`src/rtl/pc_pkg.sv`:
```
// Shared types and constants for the fetch PC generator.
// Build with PC_BTB_EN defined to add branch-target-buffer prediction.
package pc_pkg;

    typedef enum logic [1:0] {
        RUN     = 2'b00,
        PENDING = 2'b01,
        HALTED  = 2'b10
    } pc_state_t;

    localparam int INST_BYTES = 4;

    localparam logic [1:0] CNT_SNT = 2'b00;
    localparam logic [1:0] CNT_WNT = 2'b01;
    localparam logic [1:0] CNT_WT  = 2'b10;
    localparam logic [1:0] CNT_ST  = 2'b11;
    localparam logic [1:0] CNT_ALLOC = CNT_WT;

endpackage

```
`src/rtl/pc_btb.sv`:
```
// Direct-mapped branch target buffer with 2-bit saturating counters.
// Only instantiated when PC_BTB_EN is defined.
module pc_btb
    import pc_pkg::*;
#(
    parameter int XLEN        = 32,
    parameter int BTB_ENTRIES = 16
) (
    input  logic            clk,
    input  logic            reset,
    input  logic [XLEN-1:0] lookup_pc,
    output logic            lookup_hit,
    output logic            lookup_taken,
    output logic [XLEN-1:0] lookup_target,
    input  logic            update_valid,
    input  logic [XLEN-1:0] update_pc,
    input  logic [XLEN-1:0] update_target,
    input  logic            update_taken
);

    localparam int IDX_W = $clog2(BTB_ENTRIES);
    localparam int TAG_W = XLEN - IDX_W - 2;

    logic [BTB_ENTRIES-1:0] valid;
    logic [TAG_W-1:0]       tags    [BTB_ENTRIES];
    logic [XLEN-1:0]        targets [BTB_ENTRIES];
    logic [1:0]             cnts    [BTB_ENTRIES];

    logic [IDX_W-1:0] l_idx;
    logic [TAG_W-1:0] l_tag;
    logic [IDX_W-1:0] u_idx;
    logic [TAG_W-1:0] u_tag;
    logic             u_match;
    logic [3:0]       unused_low_bits;

    assign l_idx = lookup_pc[IDX_W+1:2];
    assign l_tag = lookup_pc[XLEN-1:IDX_W+2];
    assign u_idx = update_pc[IDX_W+1:2];
    assign u_tag = update_pc[XLEN-1:IDX_W+2];
    assign unused_low_bits = {lookup_pc[1:0], update_pc[1:0]};

    assign lookup_hit    = valid[l_idx] && (tags[l_idx] == l_tag);
    assign lookup_taken  = cnts[l_idx][1];
    assign lookup_target = targets[l_idx];

    assign u_match = valid[u_idx] && (tags[u_idx] == u_tag);

    // Train on resolved branches; new entries only for taken misses.
    always_ff @(posedge clk) begin
        if (reset) begin
            valid <= '0;
        end else if (update_valid) begin
            if (u_match) begin
                if (update_taken) begin
                    targets[u_idx] <= update_target;
                    if (cnts[u_idx] != CNT_ST)
                        cnts[u_idx] <= cnts[u_idx] + 2'd1;
                end else if (cnts[u_idx] != CNT_SNT) begin
                    cnts[u_idx] <= cnts[u_idx] - 2'd1;
                end
            end else if (update_taken) begin
                valid[u_idx]   <= 1'b1;
                tags[u_idx]    <= u_tag;
                targets[u_idx] <= update_target;
                cnts[u_idx]    <= CNT_ALLOC;
            end
        end
    end

endmodule

```
`src/rtl/pc_gen.sv`:
```
// Fetch PC generator: sequential/BTB advance, EX redirects, stall, halt.
// Optional BTB prediction is built when PC_BTB_EN is defined.
module pc_gen
    import pc_pkg::*;
#(
    parameter int              XLEN        = 32,
    parameter logic [XLEN-1:0] RESET_PC    = '0,
    parameter int              BTB_ENTRIES = 16
) (
    input  logic            clk,
    input  logic            reset,
    input  logic            stall,
    input  logic            redirect_valid,
    input  logic [XLEN-1:0] redirect_pc,
    input  logic            halt,
    input  logic            update_valid,
    input  logic [XLEN-1:0] update_pc,
    input  logic [XLEN-1:0] update_target,
    input  logic            update_taken,
    output logic [XLEN-1:0] current_pc,
    output logic            pc_valid,
    output logic            pred_taken,
    output logic [XLEN-1:0] next_pc_pred
);

    localparam logic [XLEN-1:0] ALIGN_MASK = ~XLEN'(3);

    pc_state_t       state;
    logic [XLEN-1:0] pending_pc;
    logic [XLEN-1:0] redir_aligned;
    logic [XLEN-1:0] seq_pc;

    assign redir_aligned = redirect_pc & ALIGN_MASK;
    assign seq_pc        = current_pc + XLEN'(INST_BYTES);

`ifdef PC_BTB_EN
    logic            btb_hit;
    logic            btb_taken;
    logic [XLEN-1:0] btb_target;

    pc_btb #(
        .XLEN        (XLEN),
        .BTB_ENTRIES (BTB_ENTRIES)
    ) u_btb (
        .clk           (clk),
        .reset         (reset),
        .lookup_pc     (current_pc),
        .lookup_hit    (btb_hit),
        .lookup_taken  (btb_taken),
        .lookup_target (btb_target),
        .update_valid  (update_valid && (state != HALTED)),
        .update_pc     (update_pc),
        .update_target (update_target),
        .update_taken  (update_taken)
    );

    assign pred_taken   = btb_hit & btb_taken;
    assign next_pc_pred = pred_taken ? btb_target : seq_pc;
`else
    logic unused_update;

    assign unused_update = ^{update_valid, update_pc,
                             update_target, update_taken};
    assign pred_taken    = 1'b0;
    assign next_pc_pred  = seq_pc;
`endif

    // Fetch FSM: halt > redirect > stall > advance; HALTED waits for reset.
    always_ff @(posedge clk) begin
        if (reset) begin
            state      <= RUN;
            current_pc <= RESET_PC;
            pc_valid   <= 1'b1;
            pending_pc <= '0;
        end else if (state == HALTED) begin
            state <= HALTED;
        end else if (halt) begin
            state    <= HALTED;
            pc_valid <= 1'b0;
        end else begin
            unique case (state)
                RUN: begin
                    if (redirect_valid && !stall) begin
                        current_pc <= redir_aligned;
                    end else if (redirect_valid) begin
                        pending_pc <= redir_aligned;
                        state      <= PENDING;
                    end else if (!stall) begin
                        current_pc <= next_pc_pred;
                    end
                end
                PENDING: begin
                    if (stall) begin
                        if (redirect_valid)
                            pending_pc <= redir_aligned;
                    end else begin
                        current_pc <= redirect_valid ? redir_aligned
                                                     : pending_pc;
                        state      <= RUN;
                    end
                end
                default: state <= RUN;
            endcase
        end
    end

endmodule

```
`config.mk`:
```
export PLATFORM = sky130hd
export DESIGN_NAME = pc_gen
export DESIGN_NICKNAME = d
export VERILOG_FILES = /design/src/rtl/pc_pkg.sv /design/src/rtl/pc_btb.sv /design/src/rtl/pc_gen.sv
export SDC_FILE = /design/constraint.sdc
export NUM_CORES = 1
export LEC_CHECK = 0
export CORE_UTILIZATION = 50
export DETAILED_ROUTE_END_ITERATION = 6
export DONT_BUFFER_PORTS = 1
export HOLD_SLACK_MARGIN = 0.12
export PLACE_DENSITY = 0.72
export SLEW_MARGIN = 20
export SYNTH_ARGS = -nofsm -noshare
export SYNTH_HDL_FRONTEND = slang
export SYNTH_HIERARCHICAL = 1
export SYNTH_SLANG_ARGS = --single-unit
```
`constraint.sdc`:
```
create_clock -name clk -period 1.9 [get_ports clk]
set_input_delay 0.19 -clock clk [delete_from_list [all_inputs] [get_ports clk]]
set_output_delay 0.19 -clock clk [all_outputs]
set_load 0.02 [all_outputs]
```
==> qor.csv <==
stage,metric,value,unit
status,outcome,finished with violations,
status,failed_checks,"DRC, setup timing",
finish,instances_no_fill,725,
min_path,hold_class,primary input to flop,
cts,htree_levels,3,
setup_path,crit_fanout,3,
timing,skew,0.0108,ns
placement,port_buffers,0,
timing,finalWorstSetupSlack,-0.303,ns
detailed_routing,vias_per_cell,6.53,
placement,dp.cells,639,
flow_run,cap_violations,0,
floorplan,die_h,89.2,um
logic_synthesis,synth_cell_types,59,
logic_synthesis,synth_top_family_by_area,simple AND/OR/NAND/NOR gates,
min_path,hp-start,redirect_pc[7],
timing,min_period,2.20,ns
global_routing,track_usage,36.6,%
finish,final_core_util,80.1,%
detailed_routing,drc,8,
setup_path,worst_r2r_path_depth,13,
logic_synthesis,synth_seq_cells,67,
power_and_ir_drop,power_per_cell_area,584,mW/mm^2
setup_path,reg2reg_to,current_pc[8]$_SDFFE_PP0P_,
logic_synthesis,synth-simple-area-share,26.9,%
logic_synthesis,synth_top_area_share,35.3,%
power_and_ir_drop,irDropWorstVdd,0.493,mV
timing,slew_viol_final,0,
timing,worstMarginPinSlew,0.603,ns
placement,place_area,0.00457,mm^2
cts,cts_made_buffers,9,
setup_path,cp_cell_sequence,"nand4_1, or3_1, o31a_1, or2_4",
logic_synthesis,synthMuxAreaShare,0.790,%
logic_synthesis,syn_area_per_cell,7.82,um^2
setup_path,cp-end-kind,output pin,
setup_path,max_stage_delay,0.42,ns
timing,finalCritPeriodShare,116,%
min_path,hold_depth,2,
floorplan,die_x,89.2,um
power_and_ir_drop,p_leak,2.44,nW
finish,n_antenna_cell,0,
detailed_routing,via_count,4734,
finish,fin_nets,725,
setup_path,cpLargestDelayFamily,simple AND/OR/NAND/NOR gates,
placement,pre_cts_ws,-0.0166,ns
detailed_routing,finalWirelength,16000,um
floorplan,start_util,52.1,%
timing,fin_setup_tns,-5.59,ns
logic_synthesis,synth_most_common_cell,nand2_1,
detailed_routing,first_pass_iters,7,
cts,clk_pin_slew,0.08,ns
finish,stdcell_area,0.00584,mm^2
logic_synthesis,synthTopCellsByArea,"dfxtp_1 (35%), nand2_1 (8.7%), a21oi_1 (7.6%)",
detailed_routing,ant_nets,0,
finish,drive_gt1_share,37.7,%
logic_synthesis,synth_fp_nets,590,
setup_path,startpoint_type,flop,
setup_path,timing.rr.start,current_pc[3]$_SDFFE_PP0P_,
detailed_routing,initialDrtViolationCount,540,
global_routing,grt_pass1_wl,21700,um
timing,timing.slew.headroom,59.8,%
cts,cts_tree,built,
logic_synthesis,synth_xor_xnor_area_share,5.07,%
setup_path,worstSetupPathType,flop to output pin,
logic_synthesis,ys.flop_type,dfxtp_1,
floorplan,die_area,0.00796,mm^2
logic_synthesis,synth_edf_count,0,
logic_synthesis,synth_area,0.00380,mm^2
timing,rsz0062_at_grt,yes,
cts,clk-insertion-delay-late,0.36,ns
timing,fmax,454,MHz
global_routing,antenna_found_initial,0,
placement,gp_congestion,0.880,
setup_path,crit_required,1.71,ns
placement,dp_hpwl,9160,um
logic_synthesis,synthTopCellsByCount,"nand2_1 (88), dfxtp_1 (67), a21oi_1 (58), nor2_1 (25), o21ai_0 (25)",
timing,setup_viol,32,
min_path,worstHoldEndpoint,current_pc[7]$_SDFFE_PP0P_,
setup_path,reg2reg_slack,-0.14,ns
logic_synthesis,postSynthCellCount,486,
logic_synthesis,yosysSeqAreaShare,35.3,%
cts,clockBufferDepth,2,
cts,cts_sinks,67,
floorplan,core_area,0.00729,mm^2
setup_path,worstPathArrival,2.01,ns
floorplan,fp-row-count,31,
finish,area_growth,53.5,%
setup_path,cp_slowest_cell,or3_1,
timing,final_hold_viol_count,0,
global_routing,grt_overflow,0,
setup_path,path_buf_inv,0,
logic_synthesis,synth_compound_area_share,26.2,%
global_routing,first_global_vias,4337,
global_routing,grt_max_degree,53,
detailed_routing,routedWlPerCell,22.0,um
logic_synthesis,ys_warn_count,6,
cts,cts-root-buf,clkbuf_8,
logic_synthesis,synth_fa_ha_area_share,0.329,%
logic_synthesis,async_flop_share,0,%
floorplan,ios,169,
logic_synthesis,yosysTopAreaCell,dfxtp_1,
[flip-flops by register name, indices dropped and copies added, names as in the netlist]
signal	flops
pc_valid	1
current_pc	32
state	2
pending_pc	32
[area by class of cell]
cell class / instances / area (um^2)
inverters: 15 / 56.3
fillers: 474 / 1450
repair buffers: 158 / 1360
clock inverters: 7 / 67.6
well taps: 99 / 124
flip-flops and latches: 67 / 1390
multi-input cells: 370 / 2720
clock buffers: 9 / 124
[stage by stage]
step           total power (W)  hold WS, ns
3_5_place_dp           0.00206        0.257
2_1_floorplan          0.00190        0.307
6_report               0.00341        0.140
3_3_place_gp           0.00204        0.258
5_1_grt                0.00351        0.147
4_1_cts                0.00334        0.125
[cell usage in the layout, fill, tap and decap left out, drive strengths merged, types with 4 or more instances in the layout]
cell type	count
nand2b	4
a221oi	10
o22ai	7
xnor2	19
a221o	5
nand2	88
a21oi	58
inv	16
o221ai	6
o31a	4
dfxtp	67
nor4	11
a211oi	9
nor3	6
or4	4
nand3	17
nor2	25
or3	4
and3	6
dlygate4sd3	34
nand4	10
clkbuf	9
or2	7
buf	124
o21ai	30
clkinv	4
[power by group]
part	internal, W	switching, W	leakage [nW]
logic	0.000281	0.000396	1.78
registers	0.00146	0.0000607	0.557
clock network	0.000602	0.000614	0.0993
total	0.00234	0.00107	2.44
[routing by layer]
| metal | up-vias | share of wire (%) | GRT usage [%] |
|---|---|---|---|
| met5 | - | 0 | 0 |
| met4 | 0 | 5.6 | 13.7 |
| met3 | 105 | 12 | 10.2 |
| met2 | 391 | 46 | 61.6 |
| met1 | 2197 | 36 | 44.8 |
| li1 | 2041 | - | - |
[what timing repair did]
item	CTS	global route
pin swaps	16	21
endpoints found under the setup margin	27	35
setup buffers	19	19
hold buffers	35	0
endpoints found under the hold margin	57	0
resized for setup	60	34
[cell families after synthesis]
logic type	count (synthesis)
adder cells (fa/ha/maj)	1
AND/OR/NAND/NOR	190
multiplexers	3
buffers and inverters	49
XOR/XNOR	22
flip-flops	67
other	1
AO/OA/AOI/OAI	153
[how the worst max path moves through the flow]
| stage | from | end | depth (start not counted) |
|---|---|---|---|
| global placement | current_pc[2]$_SDFFE_PP0P_ | next_pc_pred[14] | 6 |
| finish | current_pc[28]$_SDFFE_PP0P_ | next_pc_pred[31] | 4 |
| detailed placement | current_pc[2]$_SDFFE_PP0P_ | current_pc[26]$_SDFFE_PP0P_ | 7 |
| floorplan | current_pc[27]$_SDFFE_PP0P_ | next_pc_pred[31] | 4 |
| CTS | current_pc[2]$_SDFFE_PP0P_ | next_pc_pred[18] | 7 |
| global route | current_pc[3]$_SDFFE_PP0P_ | next_pc_pred[27] | 7 |
Note: power is estimated with default switching activity, not from simulation.
